==> src/rtl/tick_repeater.sv <==
// Tick-accurate redstone repeater: 1..MAX_DELAY rt delay, pulse extension, optional side lock.
// Ports: clk, reset_n, tick_en, in_ss, lock_ss, delay_sel -> out_ss, out_on, busy, rtick. Macro: REPEATER_LOCK_EN.
module tick_repeater #(
  parameter int MAX_DELAY = 4,
  parameter int GT_PER_RT = 2
) (
  input  logic                       clk,
  input  logic                       reset_n,
  input  logic                       tick_en,
  input  logic [3:0]                 in_ss,
  input  logic [3:0]                 lock_ss,
  input  logic [((MAX_DELAY > 1) ? $clog2(MAX_DELAY) : 1)-1:0] delay_sel,
  output logic [3:0]                 out_ss,
  output logic                       out_on,
  output logic                       busy,
  output logic                       rtick
);

  localparam int DW = (MAX_DELAY > 1) ? $clog2(MAX_DELAY) : 1;
  localparam int PW = (GT_PER_RT > 1) ? $clog2(GT_PER_RT) : 1;
  localparam logic [PW-1:0] PSC_TOP = PW'(GT_PER_RT - 1);
  localparam logic [DW-1:0] DMAX    = DW'(MAX_DELAY - 1);
  localparam logic [DW:0]   MAX_V   = (DW + 1)'(MAX_DELAY);

  typedef enum logic [1:0] {
    OFF,
    PEND_ON,
    ON,
    PEND_OFF
  } state_t;

  state_t        state;
  logic [DW-1:0] cnt;
  logic [PW-1:0] psc;
  logic          rt_evt;
  logic          in_on;
  logic          locked;
  logic [DW-1:0] dsel;

  assign rt_evt = tick_en && (psc == PSC_TOP);
  assign in_on  = |in_ss;

  // Out-of-range selects only exist for non-power-of-two MAX_DELAY.
  assign dsel = ({1'b0, delay_sel} >= MAX_V) ? DMAX : delay_sel;

`ifdef REPEATER_LOCK_EN
  assign locked = |lock_ss;
`else
  logic lock_unused;
  assign lock_unused = ^lock_ss;
  assign locked      = 1'b0;
`endif

  always_ff @(posedge clk or negedge reset_n) begin
    if (!reset_n) begin
      state  <= OFF;
      cnt    <= '0;
      psc    <= '0;
      out_ss <= 4'd0;
      out_on <= 1'b0;
      busy   <= 1'b0;
      rtick  <= 1'b0;
    end else begin
      rtick <= rt_evt;
      if (tick_en)
        psc <= rt_evt ? '0 : psc + 1'b1;
      // A lock freezes state and cnt; the prescaler keeps counting.
      if (rt_evt && !locked) begin
        unique case (state)
          OFF: begin
            if (in_on) begin
              state <= PEND_ON;
              cnt   <= dsel;
              busy  <= 1'b1;
            end
          end
          PEND_ON: begin
            if (cnt == '0) begin
              state  <= ON;
              busy   <= 1'b0;
              out_on <= 1'b1;
              out_ss <= 4'd15;
            end else begin
              cnt <= cnt - 1'b1;
            end
          end
          ON: begin
            if (!in_on) begin
              state <= PEND_OFF;
              cnt   <= dsel;
              busy  <= 1'b1;
            end
          end
          PEND_OFF: begin
            if (cnt == '0) begin
              state  <= OFF;
              busy   <= 1'b0;
              out_on <= 1'b0;
              out_ss <= 4'd0;
            end else begin
              cnt <= cnt - 1'b1;
            end
          end
          default: begin
            state <= OFF;
          end
        endcase
      end
    end
  end

endmodule

==> config.mk <==
export PLATFORM = sky130hd
export DESIGN_NAME = tick_repeater
export DESIGN_NICKNAME = d
export VERILOG_FILES = /design/src/rtl/tick_repeater.sv
export SDC_FILE = /design/constraint.sdc
export NUM_CORES = 1
export LEC_CHECK = 0
export ABC_AREA = 1
export CORE_AREA = 8 8 45 47
export CTS_BUF_LIST = sky130_fd_sc_hd__clkbuf_4 sky130_fd_sc_hd__clkbuf_8
export DETAILED_ROUTE_END_ITERATION = 10
export DIE_AREA = 0 0 53 55
export HOLD_SLACK_MARGIN = 0.1
export PLACE_DENSITY = 0.82
export SETUP_SLACK_MARGIN = 0.1
export SLEW_MARGIN = 20
export SYNTH_ARGS = -nofsm -noshare
export SYNTH_HDL_FRONTEND = slang
export SYNTH_SLANG_ARGS = --single-unit
==> constraint.sdc <==
create_clock -name clk -period 1.4 [get_ports clk]
set_input_delay 0.28 -clock clk [delete_from_list [all_inputs] [get_ports clk]]
set_output_delay 0.28 -clock clk [all_outputs]
set_load 0.05 [all_outputs]
==> PnR_summary.wiki, run 1 <==
{| class="wikitable"
! Metric !! Value
|-
| Fin nets || 108
|-
| Overall die area || 0.00292 mm2
|-
| Synthesis-to-finish area growth || 53.0%
|-
| Max Clk Rate || 794 MHz
|-
| Register-to-Register Setup Slack || 0.14 ns
|-
| Final-report max-slew violation count || 0
|-
| Maximum number of pins on one net before global-route repair || 9
|-
| Crit. End Element || flip-flop
|-
| Global-route usage over all layers || 0.0846
|-
| Worst voltage drop across the vdd grid || 0.000867 V
|-
| Initial antenna violation count || 0
|-
| Yosys cell types || 16
|-
| Total Wirelength || 1.07 mm
|-
| Avg Cell Area, Syn || 7.99 um2
|-
| Vias in the first global route || 486
|-
| Endpoint of the worst-slack reg-to-reg timing path || cnt[1]
|-
| Number of violations of the max-capacitance limit || 0
|-
| Portion of the clock cycle consumed by the worst path in the final layout || 0.900
|-
| Vias || 486
|-
| Pwr per Cell Area || 2380 mW/mm2
|-
| Number of buffers between clock root and the deepest sink || 2
|-
| Die height || 55 um
|-
| Critical path arrival || 1.45 ns
|-
| Startpoint of the worst register-to-register path || state[0]
|-
| Initial Util || 0.404
|-
| Outcome || completed
|-
| Sequential area share after synthesis || 0.358
|-
| RSZ-0062 raised after global routing || true
|-
| Placed Cells incl. Taps || 97
|-
| CTS Root Buffer Type || clkbuf_4
|-
| GRT Residual Overflow || 0
|-
| Most frequent cells in the layout || 17 x nand2_1, 8 x clkdlybuf4s50_1, 7 x inv_2, 7 x buf_12, 6 x nand3_1
|-
| Static power due to leakage || 0.400 nW
|-
| HPWL reported at the end of detailed placement || 879 um
|-
| Antenna diode instance count || 0
|-
| PortBufs || 15
|-
| Number of placement rows || 14
|-
| Iteration-0 DRC count of the detailed router || 6
|-
| Detail-routed net length per standard cell || 10.4 um
|-
| Clock net sink count || 8
|-
| Path category of the worst min-delay check || in -> async
|-
| Area of the core || 0.00138 mm2
|-
| Worst skew pair latency || 0.25 ns
|-
| Wire length of the first global-routing pass || 1.84 mm
|-
| Worst slew margin || 0.757
|-
| Total Neg Setup Slack || 0 ns
|-
| Final worst path period need || 1.26 ns
|-
| Leading cell type in the layout, fill and taps excluded || nand2_1
|-
| Final RePlAce weighted congestion || 0.736
|-
| TritonCTS clock tree || yes
|-
| Maximum fanout count along the critical path || 5
|-
| Filler Cells Inserted || 115
|-
| Worst-Margin Slew || 0.363 ns
|-
| CTS clk-pin slew, worst paths || 0.05 ns
|-
| Synthesized instance count || 70
|-
| Total setup violations reported at the end of the flow || 0
|-
| Mean number of vias per cell || 4.72
|-
| Ratio of cells with drive above 1 in the final layout || 0.448
|-
| Startpoint type of the worst setup path || flip-flop
|-
| I/O Pins || 20
|-
| Final hold violation count || 0
|-
| Worst setup path category || reg -> reg
|-
| Die span in x || 53 um
|-
| Critical Path RT || 1.59 ns
|-
| Summed instance area of the synthesized netlist || 559 um2
|-
| Number of routed nets with antenna violations || 0
|-
| Logic depth of the worst register-to-register path || 6
|-
| Worst clock skew on the final layout || 0.00133 ns
|-
| #FFs+latches synth || 8
|-
| Cell Count, Final, Fillers Out || 103
|-
| Number of iterations in the first detailed-routing pass || 4
|-
| Number of buffers created by CTS || 3
|-
| Post-route DRC || 0
|-
| Number of hold buffers added after CTS || 0
|-
| H-Tree Depth || 1
|-
| Syn Nets || 89
|-
| Yosys warns || 0
|}
-- timing repair --
item,4_1_cts,5_1_grt
endpoints found under the setup margin,10,5
pin swaps,1,3
resized for setup,4,14
buffers inserted,2,1
-- how the worst max path moves through the flow --
stage	from	end	slack (ns)
floorplan	out_ss[1]	out_ss[0]	0.16
global route	state[0]	cnt[1]	0.07
global placement	tick_en	cnt[1]	0.03
CTS	state[0]	cnt[0]	0.11
detailed placement	tick_en	cnt[0]	0.01
finish	state[0]	cnt[1]	0.14
-- cell families after synthesis --
kind of cell,count (synthesis),share of synthesized area
AND/OR/NAND/NOR,35,0.313
buffers and inverters,15,0.128
flip-flops,8,0.358
AO/OA/AOI/OAI,6,0.0671
adder cells (fa/ha/maj),6,0.134
-- state kept, by name, indices dropped and copies added (netlist names) --
register	cells
cnt	2
rtick	1
busy	1
out_ss	1
psc	1
state	2
-- layout make-up --
cell class / instances / area (um2) / area share
Multi-Input combinational cell: 47 / 322 / 0.376
Timing Repair Buffer: 18 / 246 / 0.288
Sequential cell: 8 / 204 / 0.238
Inverter: 11 / 41.3 / 0.0482
Clock buffer: 3 / 22.5 / 0.0263
Tap cell: 16 / 20.0 / 0.0234
-- cell usage after synthesis, drive strengths merged --
master  instances  area (um2)
nand2          23         101
nand3           7        40.0
dfrtp           8         200
o21ai           3        15.0
inv            11        41.3
buf             4        30.0
a21oi           3        22.5
ha              6        75.1
nor2            5        33.8
-- layer usage --
metal,track usage,part of all wire
met1,0.0910,0.44
met2,0.137,0.46
met3,0.0348,0.090
met4,0.0517,0.013
met5,0,0
-- stage by stage --
stage / hold slack [ns] / area [um2] / utilization / setup slack (ns) / total power [W]
global route: 0.339 / 856 / 0.618 / 0.0696 / 0.00219
CTS: 0.325 / 813 / 0.588 / 0.108 / 0.00191
floorplan: -0.0156 / 559 / - / 0.161 / 0.00123
global placement: 0.458 / 769 / 0.556 / 0.0320 / 0.00165
detailed placement: 0.463 / 769 / 0.556 / 0.0137 / 0.00169
finish: 0.309 / 856 / 0.618 / 0.140 / 0.00204
-- critical path: stages, from the launching register on --
cell	delay, ns
dfrtp_2	0.44
ha_2	0.21
nor2_1	0.18
nand2_1	0.09
o21ai_0	0.10
nand3_1	0.11
nand2_1	0.07
-- report_power, final --
part | switching, W | total (W) | internal, W
Sequential | 0.000140 | 0.000471 | 0.000332
Clock | 0.0000739 | 0.000172 | 0.0000978
Combinational | 0.000764 | 0.00139 | 0.000629
Total | 0.000978 | 0.00204 | 0.00106
(Power assumes the default switching activity.)
==> run 2, diff against run 1 <==
--- a/config.mk
+++ b/config.mk
@@ -6,11 +6,11 @@
 export NUM_CORES = 1
 export LEC_CHECK = 0
 export ABC_AREA = 1
-export CORE_AREA = 8 8 45 47
+export CORE_AREA = 2 2 39 41
 export CTS_BUF_LIST = sky130_fd_sc_hd__clkbuf_4 sky130_fd_sc_hd__clkbuf_8
 export DETAILED_ROUTE_END_ITERATION = 10
-export DIE_AREA = 0 0 53 55
-export HOLD_SLACK_MARGIN = 0.1
+export DIE_AREA = 0 0 41 43
+export HOLD_SLACK_MARGIN = 0.12
 export PLACE_DENSITY = 0.82
 export SETUP_SLACK_MARGIN = 0.1
 export SLEW_MARGIN = 20
==> PnR_summary.wiki, run 2 (synthesis results as in run 1) <==
{| class="wikitable"
! Metric !! Value
|-
| Outcome || completed
|-
| Final worst path period need || 1.27 ns (+0.00941 ns)
|-
| Vias in the first global route || 456 (-6.2%)
|-
| Most frequent cells in the layout || 17 x nand2_1, 8 x clkdlybuf4s50_1, 7 x inv_2, 7 x buf_12, 6 x nand3_1
|-
| NetSw || 0.00112 W (+14%)
|-
| Number of placement rows || 14 (unchanged)
|-
| Combinational Power Share || 0.696 (+0.012)
|-
| Mean number of vias per cell || 4.95 (+4.9%)
|-
| Crit. End Element || flip-flop
|-
| Path category of the worst min-delay check || in -> async
|-
| Max Clk Rate || 788 MHz (-0.74%)
|-
| Antenna diode instance count || 0 (unchanged)
|-
| Post-Route Hold Slack || 0.299 ns (-0.0103 ns)
|-
| Number of buffers between clock root and the deepest sink || 2 (unchanged)
|-
| Number of routed nets with antenna violations || 0 (unchanged)
|-
| Total Wirelength || 1.30 mm (+22%)
|-
| Worst setup path category || reg -> reg
|-
| Worst-Margin Slew || 0.371 ns (+0.00815 ns)
|-
| Overall die area || 0.00176 mm2 (-40%)
|-
| I/O Pins || 20 (unchanged)
|-
| Leading cell type in the layout, fill and taps excluded || nand2_1
|-
| Worst clock skew on the final layout || 0.00442 ns (+0.00308 ns)
|-
| Total setup violations reported at the end of the flow || 0 (unchanged)
|-
| Maximum fanout count along the critical path || 4 (-1)
|-
| Final-report max-slew violation count || 0 (unchanged)
|-
| Detail-routed net length per standard cell || 12.7 um (+22%)
|-
| Startpoint type of the worst setup path || flip-flop
|-
| Worst voltage drop across the vdd grid || 0.00112 V (+29%)
|-
| Switching power as a share of total power || 0.497 (+0.0170)
|-
| Largest registers || cnt x2, state x2
|-
| Placed Cells incl. Taps || 97 (unchanged)
|-
| Die span in x || 41 um (-23%)
|-
| H-Tree Depth || 1 (unchanged)
|-
| Post-route DRC || 0 (unchanged)
|-
| Total Neg Setup Slack || 0 ns (unchanged)
|-
| Die height || 43 um (-22%)
|-
| Worst slew margin || 0.752 (-0.00545)
|-
| Number of buffers created by CTS || 3 (unchanged)
|-
| GRT Residual Overflow || 0 (unchanged)
|-
| Maximum number of pins on one net before global-route repair || 9 (unchanged)
|-
| Area of the core || 0.00138 mm2 (unchanged)
|-
| Internal cell power || 0.00113 W (+6.9%)
|-
| HPWL reported at the end of detailed placement || 842 um (-4.2%)
|-
| Number of iterations in the first detailed-routing pass || 4 (unchanged)
|-
| Sequential share of power || 0.223 (-0.008)
|-
| Fin nets || 108 (unchanged)
|-
| Clock net sink count || 8 (unchanged)
|-
| PortBufs || 15 (unchanged)
|-
| Portion of the clock cycle consumed by the worst path in the final layout || 0.907 (+0.00672)
|-
| Initial antenna violation count || 0 (unchanged)
|-
| Critical path arrival || 1.42 ns (-0.03 ns)
|-
| Wire length of the first global-routing pass || 1.79 mm (-2.2%)
|-
| Vias || 510 (+4.9%)
|-
| Initial Util || 0.404 (unchanged)
|-
| Synthesis-to-finish area growth || 65.5%
|-
| Placed cell areas || 769 um2 (unchanged)
|-
| RSZ-0062 raised after global routing || true
|-
| Register-to-Register Setup Slack || 0.13 ns (about the same)
|-
| Worst skew pair latency || 0.26 ns (about the same)
|-
| Number of hold buffers added after CTS || 0 (unchanged)
|-
| Number of violations of the max-capacitance limit || 0 (unchanged)
|-
| Critical Path RT || 1.55 ns (-0.04 ns)
|-
| Clk network pwr share || 0.081 (-0.003)
|-
| Cell Count, Final, Fillers Out || 103 (unchanged)
|-
| Static power due to leakage || 0.409 nW (+2.2%)
|-
| Ratio of cells with drive above 1 in the final layout || 0.506 (+0.0575)
|-
| Filler Cells Inserted || 108 (-6.1%)
|-
| Pwr per Cell Area || 2430 mW/mm2 (+2.1%)
|-
| Global-route usage over all layers || 0.160 (+0.0755)
|-
| CTS clk-pin slew, worst paths || 0.06 ns (about the same)
|-
| CTS Root Buffer Type || clkbuf_4
|-
| Final RePlAce weighted congestion || 0.711 (-3.3%)
|-
| TritonCTS clock tree || yes
|-
| Final hold violation count || 0 (unchanged)
|-
| Iteration-0 DRC count of the detailed router || 11 (+5)
|-
| Post-Layout Inst Area || 926 um2 (+8.2%)
|}
==> run 2: worst paths after layout <==
check / startpoint / endpoint / depth (start not counted)
min: reset_n / busy / 1
max reg2reg: state[1] / state[0] / 8
min reg2reg: cnt[1] / cnt[1] / 2
max: state[1] / state[0] / 8
min in group clk: cnt[1] / cnt[1] / 2
max in group asynchronous: reset_n / out_ss[1] / 1
==> run 2: what timing repair did <==
item / 4_1_cts / 5_1_grt
hold endpoints to repair: 0 / 0
endpoints found under the setup margin: 10 / 5
buffers inserted: 1 / 2
pin swaps: 2 / 13
gates resized for setup: 5 / 27
==> run 2: area by class of cell <==
type | count | area, um2 | area share
inverters | 11 | 46.3 | 0.0500
repair buffers | 18 | 246 | 0.266
clock buffers | 3 | 22.5 | 0.0243
well taps | 16 | 20.0 | 0.0216
flip-flops and latches | 8 | 204 | 0.220
multi-input cells | 47 | 387 | 0.418
==> run 2: stage by stage <==
step	power (W)	worst slack (ns)	util
3_3_place_gp	0.00164	0.0329	0.556
6_report	0.00225	0.131	0.669
2_1_floorplan	0.00123	0.161	-
4_1_cts	0.00190	0.114	0.583
5_1_grt	0.00240	0.0503	0.669
3_5_place_dp	0.00168	0.00215	0.556
==> run 2: critical path: stages (launching register included) <==
cell,delay [ns]
dfrtp_2,0.43
inv_2,0.08
ha_4,0.17
inv_4,0.07
nand2_4,0.06
a21oi_4,0.15
nand2_2,0.08
nand2_1,0.06
nand2_1,0.05
==> run 2: power by group through the flow <==
| stage | clock network, W | registers, W | logic, W |
|---|---|---|---|
| after floorplan | 0 | 0.000509 | 0.000718 |
| after global placement | 0 | 0.000459 | 0.00119 |
| after detailed placement | 0 | 0.000468 | 0.00121 |
| after CTS | 0.000187 | 0.000469 | 0.00125 |
| after global routing | 0.000199 | 0.000517 | 0.00169 |
| final | 0.000182 | 0.000502 | 0.00157 |
==> run 2: routing by layer <==
layer	part of all wire	track usage	up-vias
li1	-	-	247
met1	0.37	0.159	242
met2	0.56	0.256	18
met3	0.049	0.0681	3
met4	0.024	0.100	0
met5	0	0	-
==> run 3, diff against run 2 <==
--- a/config.mk
+++ b/config.mk
@@ -17,3 +17,4 @@
 export SYNTH_ARGS = -nofsm -noshare
 export SYNTH_HDL_FRONTEND = slang
 export SYNTH_SLANG_ARGS = --single-unit
+export TNS_END_PERCENT = 50
==> constraint.sdc (replaced) <==
create_clock -name clk -period 1.4 [get_ports clk]
set_input_delay 0.14 -clock clk [delete_from_list [all_inputs] [get_ports clk]]
set_output_delay 0.14 -clock clk [all_outputs]
set_load 0.05 [all_outputs]
==> PnR_summary.wiki, run 3 (synthesis results as in run 1) <==
{| class="wikitable"
! Metric !! Value
|-
| Outcome || completed
|-
| Sequential share of power || 0.229 (+0.006)
|-
| Worst-Margin Slew || 0.459 ns (+0.0880 ns)
|-
| Switching power as a share of total power || 0.495 (-0.00225)
|-
| NetSw || 0.00106 W (-4.9%)
|-
| Worst skew pair latency || 0.25 ns (about the same)
|-
| Combinational Power Share || 0.690 (-0.006)
|-
| Max Clk Rate || 788 MHz (about the same)
|-
| Largest registers || cnt x2, state x2
|-
| Iteration-0 DRC count of the detailed router || 11 (unchanged)
|-
| GRT Residual Overflow || 0 (unchanged)
|-
| Final worst path period need || 1.27 ns (+0.000175 ns)
|-
| Number of buffers between clock root and the deepest sink || 2 (unchanged)
|-
| Final hold violation count || 0 (unchanged)
|-
| Leading cell type in the layout, fill and taps excluded || nand2_1
|-
| Ratio of cells with drive above 1 in the final layout || 0.477 (-0.0285)
|-
| Crit. End Element || flip-flop
|-
| Global-route usage over all layers || 0.152 (-0.00771)
|-
| Initial Util || 0.404 (unchanged)
|-
| Post-route DRC || 0 (unchanged)
|-
| Worst slew margin || 0.694 (-0.0579)
|-
| Maximum number of pins on one net before global-route repair || 9 (unchanged)
|-
| Detail-routed net length per standard cell || 11.3 um (-10%)
|-
| Overall die area || 0.00176 mm2 (unchanged)
|-
| H-Tree Depth || 1 (unchanged)
|-
| Die span in x || 41 um (unchanged)
|-
| Initial antenna violation count || 0 (unchanged)
|-
| Wire length of the first global-routing pass || 1.75 mm (-2.3%)
|-
| Number of iterations in the first detailed-routing pass || 4 (unchanged)
|-
| Placed Cells incl. Taps || 97 (unchanged)
|-
| Startpoint type of the worst setup path || flip-flop
|-
| PortBufs || 15 (unchanged)
|-
| CTS Root Buffer Type || clkbuf_4
|-
| Startpoint of the worst register-to-register path || state[1]
|-
| Number of routed nets with antenna violations || 0 (unchanged)
|-
| Area of the core || 0.00138 mm2 (unchanged)
|-
| Total Wirelength || 1.18 mm (-9.6%)
|-
| Path category of the worst min-delay check || in -> async
|-
| Most frequent cells in the layout || 17 x nand2_1, 8 x clkdlybuf4s50_1, 6 x nand3_1, 6 x dfrtp_1
|-
| Final RePlAce weighted congestion || 0.671 (-5.6%)
|-
| Fin nets || 109 (+0.93%)
|-
| HPWL reported at the end of detailed placement || 823 um (-2.2%)
|-
| Worst voltage drop across the vdd grid || 0.00100 V (-11%)
|-
| Pwr per Cell Area || 2400 mW/mm2 (-1.1%)
|-
| Total setup violations reported at the end of the flow || 0 (unchanged)
|-
| Mean number of vias per cell || 4.84 (-2.3%)
|-
| Maximum fanout count along the critical path || 5 (+1)
|-
| Critical Path Slowest Stage Cell || dfrtp_2
|-
| Worst setup path category || reg -> reg
|-
| Internal cell power || 0.00109 W (-4.1%)
|-
| Start point of the critical path || state[1]
|-
| Number of violations of the max-capacitance limit || 0 (unchanged)
|-
| Cell breakdown of the critical path || inv_4 -> ha_4 -> inv_4 -> nand2_2 -> a21oi_4 -> nand2_2 -> nand2_1 -> nand2_1
|-
| Vias || 503 (-1.4%)
|-
| Cell Count, Final, Fillers Out || 104 (+0.97%)
|-
| Critical path arrival || 1.41 ns (about the same)
|-
| Number of placement rows || 14 (unchanged)
|-
| TritonCTS clock tree || yes
|-
| RSZ-0062 raised after global routing || true
|-
| Clk network pwr share || 0.082 (about the same)
|-
| Portion of the clock cycle consumed by the worst path in the final layout || 0.907 (about the same)
|-
| Static power due to leakage || 0.405 nW (-1.0%)
|-
| Antenna diode instance count || 0 (unchanged)
|-
| Critical Path RT || 1.54 ns (about the same)
|-
| Synthesis-to-finish area growth || 60.0%
|-
| Worst clock skew on the final layout || 0.000942 ns (-0.00347 ns)
|-
| Max incr delay on CP || 0.45 ns (+0.02 ns)
|-
| CTS clk-pin slew, worst paths || 0.05 ns (about the same)
|-
| I/O Pins || 20 (unchanged)
|-
| Clock net sink count || 8 (unchanged)
|-
| Number of buffers created by CTS || 3 (unchanged)
|-
| Vias in the first global route || 425 (-6.8%)
|-
| Die height || 43 um (unchanged)
|-
| Total Neg Setup Slack || 0 ns (unchanged)
|-
| Number of hold buffers added after CTS || 0 (unchanged)
|-
| Final-report max-slew violation count || 0 (unchanged)
|}
==> run 3: changes by cell type in the layout (fill, tap and decap cells not counted), sizes merged <==
cell / previous run / this run
buf: 10 / 11
==> run 3: final cells by class <==
type                            instances  area [um2]
Tap cell                               16        20.0
Inverter                               11        48.8
Sequential cell                         8         203
Clock buffer                            3        22.5
Multi-Input combinational cell         47         372
Fill cell                             118         489
Timing Repair Buffer                   19         229
==> run 3: critical path: cells and delay by family (launching register included) <==
family | cells | cell delay [ns]
fa+ha+maj | 1 | 0.17
buf+inv | 2 | 0.13
simple gates | 4 | 0.25
flops | 1 | 0.45
compound gates | 1 | 0.16
==> run 3: worst paths after layout <==
path / slack, ns / end / depth (start not counted)
worst max register to register: 0.13 / state[0] / 8
worst min register to register: 0.47 / busy / 2
worst max-delay path: 0.13 / state[0] / 8
min in group clk: 0.47 / busy / 2
worst min-delay path: 0.18 / rtick / 1
max in group asynchronous: 0.92 / state[0] / 1
==> run 3: metal layers <==
| metal | vias to the layer above | track usage | share of wire |
|---|---|---|---|
| met1 | 227 | 0.170 | 0.38 |
| met3 | 4 | 0.0471 | 0.070 |
| met2 | 23 | 0.244 | 0.53 |
| met4 | 0 | 0.0800 | 0.019 |
| li1 | 249 | - | - |
| met5 | - | 0 | 0 |
==> run 3: metrics by stage <==
stage	utilization	cell area, um2	power (W)	worst slack [ns]	hold WS (ns)
finish	0.646	895	0.00215	0.131	0.180
global route	0.646	895	0.00233	0.0290	0.187
CTS	0.580	802	0.00191	0.0991	0.174
detailed placement	0.538	744	0.00164	0.0235	0.449
global placement	0.538	744	0.00160	0.112	0.438
floorplan	-	559	0.00123	0.206	-0.156
==> run 3: power by group through the flow <==
stage / clock [W] / sequential (W) / combinational, W
after floorplan: 0 / 0.000509 / 0.000718
after global placement: 0 / 0.000450 / 0.00115
after detailed placement: 0 / 0.000455 / 0.00118
after CTS: 0.000184 / 0.000449 / 0.00128
after global routing: 0.000202 / 0.000508 / 0.00162
final: 0.000175 / 0.000492 / 0.00148
==> run 3: repair_timing <==
| item | in CTS | in global routing |
|---|---|---|
| pin swaps | 2 | 7 |
| resized for setup | 5 | 23 |
| setup endpoints to repair | 5 | 5 |
| buffers inserted | 3 | 1 |
==> edit: new RTL, config.mk and constraints of run 1 <==
Put one more register stage on the output `out_ss`. The value now appears one clock later. The other outputs are not delayed to match.
--- a/src/rtl/tick_repeater.sv
+++ b/src/rtl/tick_repeater.sv
@@ -29,6 +29,8 @@
     PEND_OFF
   } state_t;
 
+  logic [3:0] out_ss_s0;
+
   state_t        state;
   logic [DW-1:0] cnt;
   logic [PW-1:0] psc;
@@ -56,7 +58,7 @@
       state  <= OFF;
       cnt    <= '0;
       psc    <= '0;
-      out_ss <= 4'd0;
+      out_ss_s0 <= 4'd0;
       out_on <= 1'b0;
       busy   <= 1'b0;
       rtick  <= 1'b0;
@@ -79,7 +81,7 @@
               state  <= ON;
               busy   <= 1'b0;
               out_on <= 1'b1;
-              out_ss <= 4'd15;
+              out_ss_s0 <= 4'd15;
             end else begin
               cnt <= cnt - 1'b1;
             end
@@ -96,7 +98,7 @@
               state  <= OFF;
               busy   <= 1'b0;
               out_on <= 1'b0;
-              out_ss <= 4'd0;
+              out_ss_s0 <= 4'd0;
             end else begin
               cnt <= cnt - 1'b1;
             end
@@ -109,5 +111,9 @@
     end
   end
 
+  always_ff @(posedge clk) begin
+    out_ss <= out_ss_s0;
+  end
+
 endmodule
 
Behaviour: not the same (Yosys sat finds a counterexample within 10 cycles, from zero or initial values and one cycle with reset_n low).
==> edit against run 1 <==
Synthesized area fell by 2.2%; final area rose by 3.7%; worst hold slack got worse by 0.0060 ns; final cell count rose by 1.9%; sequential power rose by 12%; worst setup slack got worse by 0.064 ns; power rose by 5.1%; synthesized cell count did not move; sequential cell count rose by 1; utilization rose by 2.3 points; combinational power barely moved; sequential share of layout area rose by 1.3 points; routed wire length rose by 22%.
==> edit: results (changes against run 1) <==
Power
  • P_leak: 0.4203 nW (+5.0%)
  • Maximum vdd drop: 0.001280 V (+48%)

Logic synthesis
  • Async S/R FF share, synth: 88.89% (-11 points)
  • Post-synth top area share: 36.61% (+0.82 points)
  • Netlist cell types: 14 (-2)
  • Sequential-to-total area share from yosys stat: 40.27% (+4.5 points)
  • Top post-synthesis cells by area: dfrtp_1 (37%), ha_1 (14%), nand2_1 (14%)
  • Commonest cells in the synthesized netlist: nand2_1 (20), dfrtp_1 (8), nor2_1 (8)

Routing
  • Final wirelength: 1310 um (+22%)
  • DR pass1 iterations: 4 (unchanged)
  • Via count: 510 (+4.9%)
  • First DRT Iteration DRCs: 20 (+14)

GRT
  • Gr usage total: 9.341% (+0.88 points)
  • Largest net degree at the start of global routing: 9 (unchanged)
  • First-pass GRT wire length: 1932 um (+5.3%)
  • Number of global-route vias before repair: 473 (-2.7%)

Clock tree
  • Clock slew at reported path FFs: 0.06 ns
  • Clk root buf: clkbuf_4

Place
  • HPWL Detailed: 894.4 um (+1.8%)
  • Final GP Congestion: 0.7290 (-0.88%)
  • Placed cell area: 764.5 um^2 (-0.65%)

Layout
  • Layout cells sized above 1: 42.70% (-2.1 points)
  • Final #Nets: 109 (+0.93%)

STA
  • Final Skew: 0.001395 ns (+0.00006100 ns)
  • Worst slew margin: 74.86% (-0.88 points)

Setup path
  • CP Max Fanout: 5 (unchanged)
  • Worst EP arrival: 1.48 ns (+0.03 ns)

Run status
  • Run status: finished, final reports clean
## edit: power by group
part	internal (mW)	switching, mW
combinational	0.642	0.752
clock	0.129	0.0883
sequential	0.370	0.159
total	1.14	0.999
## edit: area by class of cell
type / count / area [um^2]
Inverter: 8 / 30.03
Tap cell: 16 / 20.02
Sequential cell: 9 / 222.7
Clock buffer: 4 / 30.03
Multi-Input combinational cell: 50 / 341.6
Fill cell: 116 / 496.7
Timing Repair Buffer: 18 / 242.7
## edit: worst paths after layout
kind,start,endpoint,slack (ns),cells past startpoint
worst max-delay path,state[1]$_DFFE_PN0P_,cnt[1]$_DFFE_PN0P_,0.08,8
max in group asynchronous,reset_n,state[1]$_DFFE_PN0P_,0.81,1
worst min register to register,out_ss_s0[2]$_DFFE_PN0P_,out_ss[0]$_DFF_P_,0.45,0
worst min-delay path,reset_n,psc$_DFFE_PN0P_,0.30,1
min in group clk,out_ss_s0[2]$_DFFE_PN0P_,out_ss[0]$_DFF_P_,0.45,0
worst max register to register,state[1]$_DFFE_PN0P_,cnt[1]$_DFFE_PN0P_,0.08,8
## edit: stage by stage
stage	instances	setup WS, ns
6_report	105	0.07567
4_1_cts	104	0.08727
3_3_place_gp	98	0.02397
3_5_place_dp	98	-0.02166
5_1_grt	105	-0.006716
2_1_floorplan	70	0.1655
## edit: timing repair
action	in CTS	in global routing
endpoints found under the hold margin	0	0
pin swaps	1	3
setup buffers	2	1
gates resized for setup	6	15
endpoints found under the setup margin	5	5
## edit: cells by family (layout without fill, tap and decap cells)
group	Yosys count	in the layout	synth area share, %
flops	9	9	40.27
buf+inv	11	30	9.611
simple gates	41	41	33.64
fa+ha+maj	6	6	13.73
compound gates	3	3	2.745
## edit: worst register-to-register path: cells and delay by family, from the launching register on
family / cells / cell delay (ns)
simple gates: 6 / 0.52
fa+ha+maj: 1 / 0.18
buf+inv: 1 / 0.09
flops: 1 / 0.43
## edit: routing by layer
layer | track usage (%) | routed length (um) | up-vias
met3 | 1.337 | 108 | 6
met5 | 0 | 0 | -
met1 | 8.488 | 458 | 230
met2 | 17.38 | 684 | 26
met4 | 9.052 | 58 | 0
li1 | - | - | 248
